==> src/rtl/reaction_round_ctrl.sv <==
// One reaction-game round: random pre-light delay, lit reaction count, then a hold phase.
// Ticks and presses are rising edges detected against registered copies of slow_clk and btn.
module reaction_round_ctrl #(
  parameter int DELAY_MIN  = 100,
  parameter int DELAY_MASK = 255,
  parameter int RESULT_W   = 10,
  parameter int TIMEOUT    = 999,
  parameter int HOLD       = 300
) (
  input  logic                clk_in,
  input  logic                rst,
  input  logic                slow_clk,
  input  logic                start,
  input  logic                btn,
  output logic                led_on,
  output logic                busy,
  output logic [RESULT_W-1:0] result,
  output logic                result_valid,
  output logic                foul,
  output logic                timeout
);

  localparam int DLY_W  = $clog2(DELAY_MIN + DELAY_MASK + 1);
  localparam int HOLD_W = $clog2(HOLD + 1);
  localparam logic [7:0] MASK8 = 8'(DELAY_MASK);

  typedef enum logic [1:0] {S_IDLE, S_DELAY, S_LIT, S_DONE} state_t;

  state_t              r_state;
  state_t              w_state_nxt;
  logic                r_slow_d;
  logic                r_btn_d;
  logic [15:0]         r_lfsr;
  logic [DLY_W-1:0]    r_delay_cnt;
  logic [RESULT_W-1:0] r_react_cnt;
  logic [HOLD_W-1:0]   r_hold_cnt;

  logic             w_tick;
  logic             w_press;
  logic             w_lfsr_fb;
  logic             w_react_max;
  logic             w_hold_last;
  logic             w_delay_last;
  logic [DLY_W-1:0] w_delay_load;

  assign w_tick       = slow_clk & ~r_slow_d;
  assign w_press      = btn & ~r_btn_d;
  assign w_lfsr_fb    = r_lfsr[15] ^ r_lfsr[13] ^ r_lfsr[12] ^ r_lfsr[10];
  assign w_react_max  = (r_react_cnt == RESULT_W'(TIMEOUT));
  assign w_hold_last  = (r_hold_cnt == HOLD_W'(HOLD - 1));
  assign w_delay_last = (r_delay_cnt == DLY_W'(1));
  assign w_delay_load = DLY_W'(DELAY_MIN) + DLY_W'(r_lfsr[7:0] & MASK8);

  // Decoded from state so the LED drops in the same cycle as an async reset.
  assign led_on = (r_state == S_LIT);
  assign busy   = (r_state != S_IDLE);

  always_comb begin
    w_state_nxt = r_state;
    case (r_state)
      S_IDLE:  if (start) w_state_nxt = S_DELAY;
      S_DELAY: begin
        if (w_press)                     w_state_nxt = S_DONE;
        else if (w_tick && w_delay_last) w_state_nxt = S_LIT;
      end
      S_LIT: begin
        if (w_press)                    w_state_nxt = S_DONE;
        else if (w_tick && w_react_max) w_state_nxt = S_DONE;
      end
      S_DONE:  if (w_tick && w_hold_last) w_state_nxt = S_IDLE;
      default: w_state_nxt = S_IDLE;
    endcase
  end

  always_ff @(posedge clk_in or negedge rst) begin
    if (!rst) begin
      r_state  <= S_IDLE;
      r_slow_d <= 1'b1;
      r_btn_d  <= 1'b1;
      r_lfsr   <= 16'hACE1;
    end else begin
      r_state  <= w_state_nxt;
      r_slow_d <= slow_clk;
      r_btn_d  <= btn;
      r_lfsr   <= {r_lfsr[14:0], w_lfsr_fb};
    end
  end

  always_ff @(posedge clk_in or negedge rst) begin
    if (!rst) begin
      r_delay_cnt  <= '0;
      r_react_cnt  <= '0;
      r_hold_cnt   <= '0;
      result       <= '0;
      result_valid <= 1'b0;
      foul         <= 1'b0;
      timeout      <= 1'b0;
    end else begin
      case (r_state)
        S_IDLE: begin
          if (start) begin
            r_delay_cnt  <= w_delay_load;
            r_react_cnt  <= '0;
            r_hold_cnt   <= '0;
            result       <= '0;
            result_valid <= 1'b0;
            foul         <= 1'b0;
            timeout      <= 1'b0;
          end
        end
        S_DELAY: begin
          // A press wins over a coincident tick.
          if (w_press) begin
            foul <= 1'b1;
          end else if (w_tick) begin
            if (w_delay_last) r_react_cnt <= '0;
            else              r_delay_cnt <= r_delay_cnt - DLY_W'(1);
          end
        end
        S_LIT: begin
          if (w_press) begin
            result       <= r_react_cnt;
            result_valid <= 1'b1;
          end else if (w_tick) begin
            if (w_react_max) begin
              timeout <= 1'b1;
              result  <= RESULT_W'(TIMEOUT);
            end else begin
              r_react_cnt <= r_react_cnt + RESULT_W'(1);
            end
          end
        end
        S_DONE: begin
          if (w_tick) r_hold_cnt <= r_hold_cnt + HOLD_W'(1);
        end
        default: ;
      endcase
    end
  end

endmodule

==> config.mk <==
export PLATFORM = sky130hd
export DESIGN_NAME = reaction_round_ctrl
export DESIGN_NICKNAME = d
export VERILOG_FILES = /design/src/rtl/reaction_round_ctrl.sv
export SDC_FILE = /design/constraint.sdc
export NUM_CORES = 1
export LEC_CHECK = 0
export BUFFER_PORTS_ARGS = -buffer_cell sky130_fd_sc_hd__clkbuf_2
export CELL_PAD_IN_SITES_DETAIL_PLACEMENT = 0
export CELL_PAD_IN_SITES_GLOBAL_PLACEMENT = 1
export CORE_MARGIN = 4
export CORE_UTILIZATION = 47
export CTS_CLUSTER_SIZE = 24
export DETAILED_ROUTE_END_ITERATION = 6
export PLACE_DENSITY = 0.8
export SLEW_MARGIN = 10
export SYNTH_ARGS = -nofsm -noshare
export SYNTH_HDL_FRONTEND = slang
export SYNTH_SLANG_ARGS = --single-unit
==> constraint.sdc <==
create_clock -name clk_in -period 2.1 [get_ports clk_in]
set_input_delay 0.105 -clock clk_in [delete_from_list [all_inputs] [get_ports clk_in]]
set_output_delay 0.105 -clock clk_in [all_outputs]
set_load 0.03 [all_outputs]
---- Word level (Yosys, flattened, before mapping) ----
Index checks and enable logic that the tools add are counted.
cells by class
  $add $sub $neg .......................... 4
  equal/unequal tests ..................... 23
  mux-type cells .......................... 35
  bitwise gates (word level) .............. 7
  reductions and logical operators ........ 17
operators with widths
  operator                 count
  $mux W10                 10
  $mux W9                  6
  $pmux W9 S2              2
  $pmux W10 S3             1
  $ne A2 B2 Y1 const B     10
  $pmux W10 S2             1
  $mux W2                  6
  $add A10 B1 Y10 const B  1
  $eq A10 B10 Y1 const B   1
  $reduce_and A5 Y1        2
  $add A7 B8 Y9 const A    1
  $add A9 B1 Y9 const B    1
  $eq A9 B1 Y1 const B     1
  $eq A9 B9 Y1 const B     1
  $ne A3 B1 Y1 const B     3
  $reduce_and A3 Y1        3
  $sub A9 B1 Y9 const B    1
  $pmux W2 S4              1
  $reduce_and A4 Y1        2
  $reduce_and A8 Y1        1
  $reduce_bool A2 Y1       4
  $ne A2 B1 Y1 const B     3
  $pmux W1 S2              3
  $mux W1                  5
  other kinds (9)          16
word-level totals
  register bits after elaboration ......... 61
  input bits .............................. 5
  output and inout bits ................... 15
  word-level logic and storage cells ...... 97

---- Depth between registers and ports, before layout ----
  word-level depth ........................ 6
  mapped depth ............................ 9
  depth with buffers taken out ............ 7

---- Worst setup path after synthesis ----
Ideal clock, no wire load.
  path kind ............................... register to register
  from .................................... register r_state[0]
  to ...................................... register r_react_cnt[5]
  library setup time ...................... 0.135 ns
  arrival ................................. 1.910 ns
  required time ........................... 1.965 ns
  slack ................................... 0.055 ns
  stages on the path, launching flop included .. 8
  path buffers ............................ 1
  clock period less this slack ............ 2.045 ns
  cells stage by stage .................... dfrtp_1 -> inv_1 -> ha_1 -> or4b_1 -> o311ai_1 -> or2_0 -> buf_6 -> o311ai_1
between the ends
  word-level cells in the longest chain between the ends .. 3
  elaborated cells between the ends (all ways) .. 13
  classes of those cells .................. eq/ne (9); mux (1); reduce/logical (3)
RTL lines
  what                                                  RTL line  text
  start: declaration                                    29        state_t r_state;
  start signal: assignment                              82        r_state <= w_state_nxt;
  $eq A2 B2 Y1 (*)                                      -
  net led_on                                            15        output logic led_on,
  $ne A2 B2 Y1 (no line), or another cell as far along  -
  $reduce_and A8 Y1 (no line)                           -
  end signal: assignment                                129       r_react_cnt <= r_react_cnt + RESULT_W'(1);
  end: declaration                                      35        logic [RESULT_W-1:0] r_react_cnt;
Mark *: on every way through the listed nets, which the timed path passes. The rest lies on a longest branch.
A chain may end at the register's enable or synchronous reset.

---- Worst setup path in the final report ----
  from .................................... register r_delay_cnt[1]
  to ...................................... register r_react_cnt[8]
between the ends
  word-level cells in the longest chain between the ends .. 3
RTL lines
  what                         RTL line  text
  start: declaration           34        logic [DLY_W-1:0] r_delay_cnt;
  start signal: assignment     102       r_delay_cnt <= w_delay_load;
  start signal: assignment     117       else r_delay_cnt <= r_delay_cnt - DLY_W'(1);
  $eq A9 B1 Y1                 51        assign w_delay_last = (r_delay_cnt == DLY_W'(1));
  $ne A2 B2 Y1 (no line)       -
  $reduce_and A8 Y1 (no line)  -
Every way passes these cells.

==> run_results.csv <==
group,metric,value,unit
route,first_pass_iters,4,
sta,hold_violations,0,
synthesis,synth_cells,319,
synthesis,synth_edf_count,0,
synthesis,synth.most_common_cell,"dfrtp_1",
run_status,outcome,"finished clean",
synthesis,synth_area_leaders,"dfrtp_1 (41%), dfstp_2 (8.4%), o21ai_0 (4.3%), ha_1 (4.0%), nand2_1 (3.5%)",
floorplan,die_area,0.00805,mm^2
global_routing,grt.overflow.total,0,
setup_path,rr_worst_depth,8,
placed_design,gp_congestion,0.827,
clock_tree,clock_latency,0.34,ns
floorplan,ios,20,
setup_path,crit_end,"r_react_cnt[8]",
floorplan,die_h,89.7,um
clock_tree,clock-sinks,61,
setup_path,crit_arrival,2.21,ns
setup_path,timing.rr.end,"r_react_cnt[8]",
placed_design,place_area,0.00349,mm^2
global_routing,track_usage,18.6,%
clock_tree,cts_root_buf,"clkbuf_8",
setup_path,endpoint_kind,"flop",
power,p_leak,1.66,nW
layout,fin_cells,451,
floorplan,rows,29,
sta,relSlewSlack,47.6,%
clock_tree,clockBufferDepth,2,
sta,slew_violations,0,
route,vias,2574,
sta,post-route-period-util,94.3,%
layout,final_cell_area,0.00377,mm^2
setup_path,worstPathCellList,"inv_2 > ha_1 > nor4b_4 > nand3_2 > o22a_1 > or2_0 > buf_6 > o41ai_2",
global_routing,grt_pass1_vias,2467,
route,avgRoutedWirePerCell,15.9,um
setup_path,cp.required,2.33,ns
route,vias_per_cell,5.71,
synthesis,ys_warn_count,0,
placed_design,place_hpwl,4.81,mm
synthesis,syn_area,0.00314,mm^2
setup_path,cp_slowest_cell,"dfrtp_1",
clock_tree,path_clk_slew,0.08,ns
setup_path,crit_path_max_incr_delay,0.39,ns
route,drt_iter0_markers,167,
clock_tree,htreeDepth,3,
route,drcViolationCount,0,
clock_tree,cts_buffers,9,
layout,drive_above_1_share,24.1,%
power,max-vdd-ir-drop,0.887,mV
setup_path,rr_startpoint,"r_delay_cnt[1]",
synthesis,yosysTopAreaCell,"dfrtp_1",
sta,skew,0.0124,ns
setup_path,r2r_slack,0.12,ns
synthesis,syn_avg_cell_area,9.84,um^2
layout,num_antenna_cells,0,
power,powerDensity,1460,mW/mm^2
placed_design,port_buffers,19,
layout,nets,384,
layout,nFillCells,564,
layout,area_growth,20.0,%
setup_path,path_class,"reg -> reg",
sta,grt_setup_unrepaired,"true",
global_routing,antenna_found_initial,0,
clock_tree,cts_tree,"yes",
synthesis,synth_common_cells,"dfrtp_1 (51), nand2_1 (29), o21ai_0 (27)",
setup_path,cp-startpoint,"r_delay_cnt[1]",
floorplan,start_util,48.9,%
synthesis,synth_cell_types,54,
synthesis,yosysSeqAreaShare,49.0,%
floorplan,die_x,89.7,um
synthesis,syn_nets,334,
placed_design,post-place-cells,429,
sta,tightest_slew,0.786,ns
synthesis,synth_top_area_share,40.7,%
worst_hold_path,hold_path_class,"in -> reg",
synthesis,async_flop_share,100,%
setup_path,cp-start-kind,"flop",
setup_path,crit_fanout,9,
floorplan,coreArea,0.00642,mm^2
route,ant_nets,0,
sta,setup_viol,0,
route,wirelength,7.15,mm
sta,fmax,505,MHz
synthesis,synthFlopType,"dfrtp_1",
job,cap_violations,0,
global_routing,grt_max_degree,62,
sta,period_minus_slack,1.98,ns
synthesis,synth_seq_cells,61,
global_routing,grt_pass1_wl,12.2,mm
-- where the power goes --
part | leakage [nW] | switching, W | internal (W) | total [W]
combinational | 0.786 | 0.00156 | 0.00114 | 0.00269
sequential | 0.774 | 0.000254 | 0.00149 | 0.00175
clock | 0.104 | 0.000508 | 0.000554 | 0.00106
-- cells by family (layout without fill, tap and decap cells) --
kind of cell	count (synthesis)	after routing	share of synthesized area [%]
AOI/OAI and AO/OA	88	88	19.0
xor gates and xnor gates	13	13	3.63
adders and majority gates	10	10	3.99
buffers and inverters	27	82	3.55
DFF	61	61	49.0
muxes	2	2	0.678
and+or+nand+nor	118	118	20.2
-- repair_timing --
item                       CTS  global route
setup endpoints to repair    0            27
hold buffers                 3             0
hold endpoints to repair    53             0
gates resized for setup      0             9
buffers inserted             0             3
-- critical path: cells and delay by family (launching register included) --
kind	cells	cell delay (ns)
AO/OA/AOI/OAI	2	0.58
adder cells (fa/ha/maj)	1	0.13
buffers and inverters	2	0.22
flip-flops	1	0.39
AND/OR/NAND/NOR	3	0.55
-- sequential cells by signal, summed over array words and instances (netlist names) --
register and cells:
r_delay_cnt 9, r_lfsr 16, r_slow_d 1, r_hold_cnt 9, timeout 1, foul 1
r_btn_d 1, r_state 2, result 10, r_react_cnt 10, result_valid 1
-- worst min path at each step --
stage	from	end	cells past startpoint
final	start	r_hold_cnt[2]	3
after global routing	start	r_hold_cnt[2]	3
after CTS	start	r_hold_cnt[2]	3
after detailed placement	slow_clk	r_slow_d	1
after global placement	slow_clk	r_slow_d	1
after floorplan	rst	foul	0
-- area by class of cell --
class	instances	area [um^2]	area share (%)
multi-input combinational	231	1510	40.1
clock buffer	9	124	3.29
clock inverter	7	75.1	1.99
timing repair buffer	55	380	10.1
inverter	11	41.3	1.10
sequential	61	1540	40.9
tap	77	96.3	2.56
-- through the flow --
step           util (%)  setup TNS [ns]  hold WS, ns  total power [W]  setup WS, ns
2_1_floorplan         -               0       -0.191          0.00347        0.0545
3_3_place_gp       54.3               0        0.228          0.00430         0.141
3_5_place_dp       54.3               0        0.232          0.00433       0.00432
4_1_cts            57.8               0        0.116          0.00544        0.0171
5_1_grt            58.7         -0.0171        0.162          0.00593       -0.0171
6_report           58.7               0        0.137          0.00550         0.119
-- layout by cell type (no fill, tap or decap), types with 3 or more instances in the layout --
| master | count |
|---|---|
| dfrtp_1 | 51 |
| buf_4 | 31 |
| nand2_1 | 29 |
| o21ai_0 | 26 |
| nand3_1 | 20 |
| clkbuf_2 | 19 |
| nor2_1 | 18 |
| a21oi_1 | 13 |
| nand2b_1 | 12 |
| dfstp_2 | 10 |
| a2bb2oi_1 | 9 |
| ha_1 | 9 |
| clkbuf_8 | 9 |
| inv_1 | 8 |
| xor2_1 | 8 |
| a31oi_1 | 6 |
| xnor2_1 | 5 |
| and3_1 | 5 |
| o221ai_1 | 5 |
| nor2b_1 | 4 |
| nand4_1 | 4 |
| nand3b_1 | 4 |
| nor3_1 | 3 |
| o211ai_1 | 3 |
| nand4b_1 | 3 |
| nor4_1 | 3 |
| o22ai_1 | 3 |
| o311ai_1 | 3 |
| and2_1 | 3 |
| clkinv_4 | 3 |
| dlygate4sd3_1 | 3 |
-- layer usage --
layer	vias to the layer above	part of all wire, %	global-route usage (%)
met5	-	0	0
met4	0	1.1	6.39
li1	1267	-	-
met2	62	44	26.6
met1	1238	51	27.5
met3	7	4.3	4.51
(Power assumes the default switching activity.)
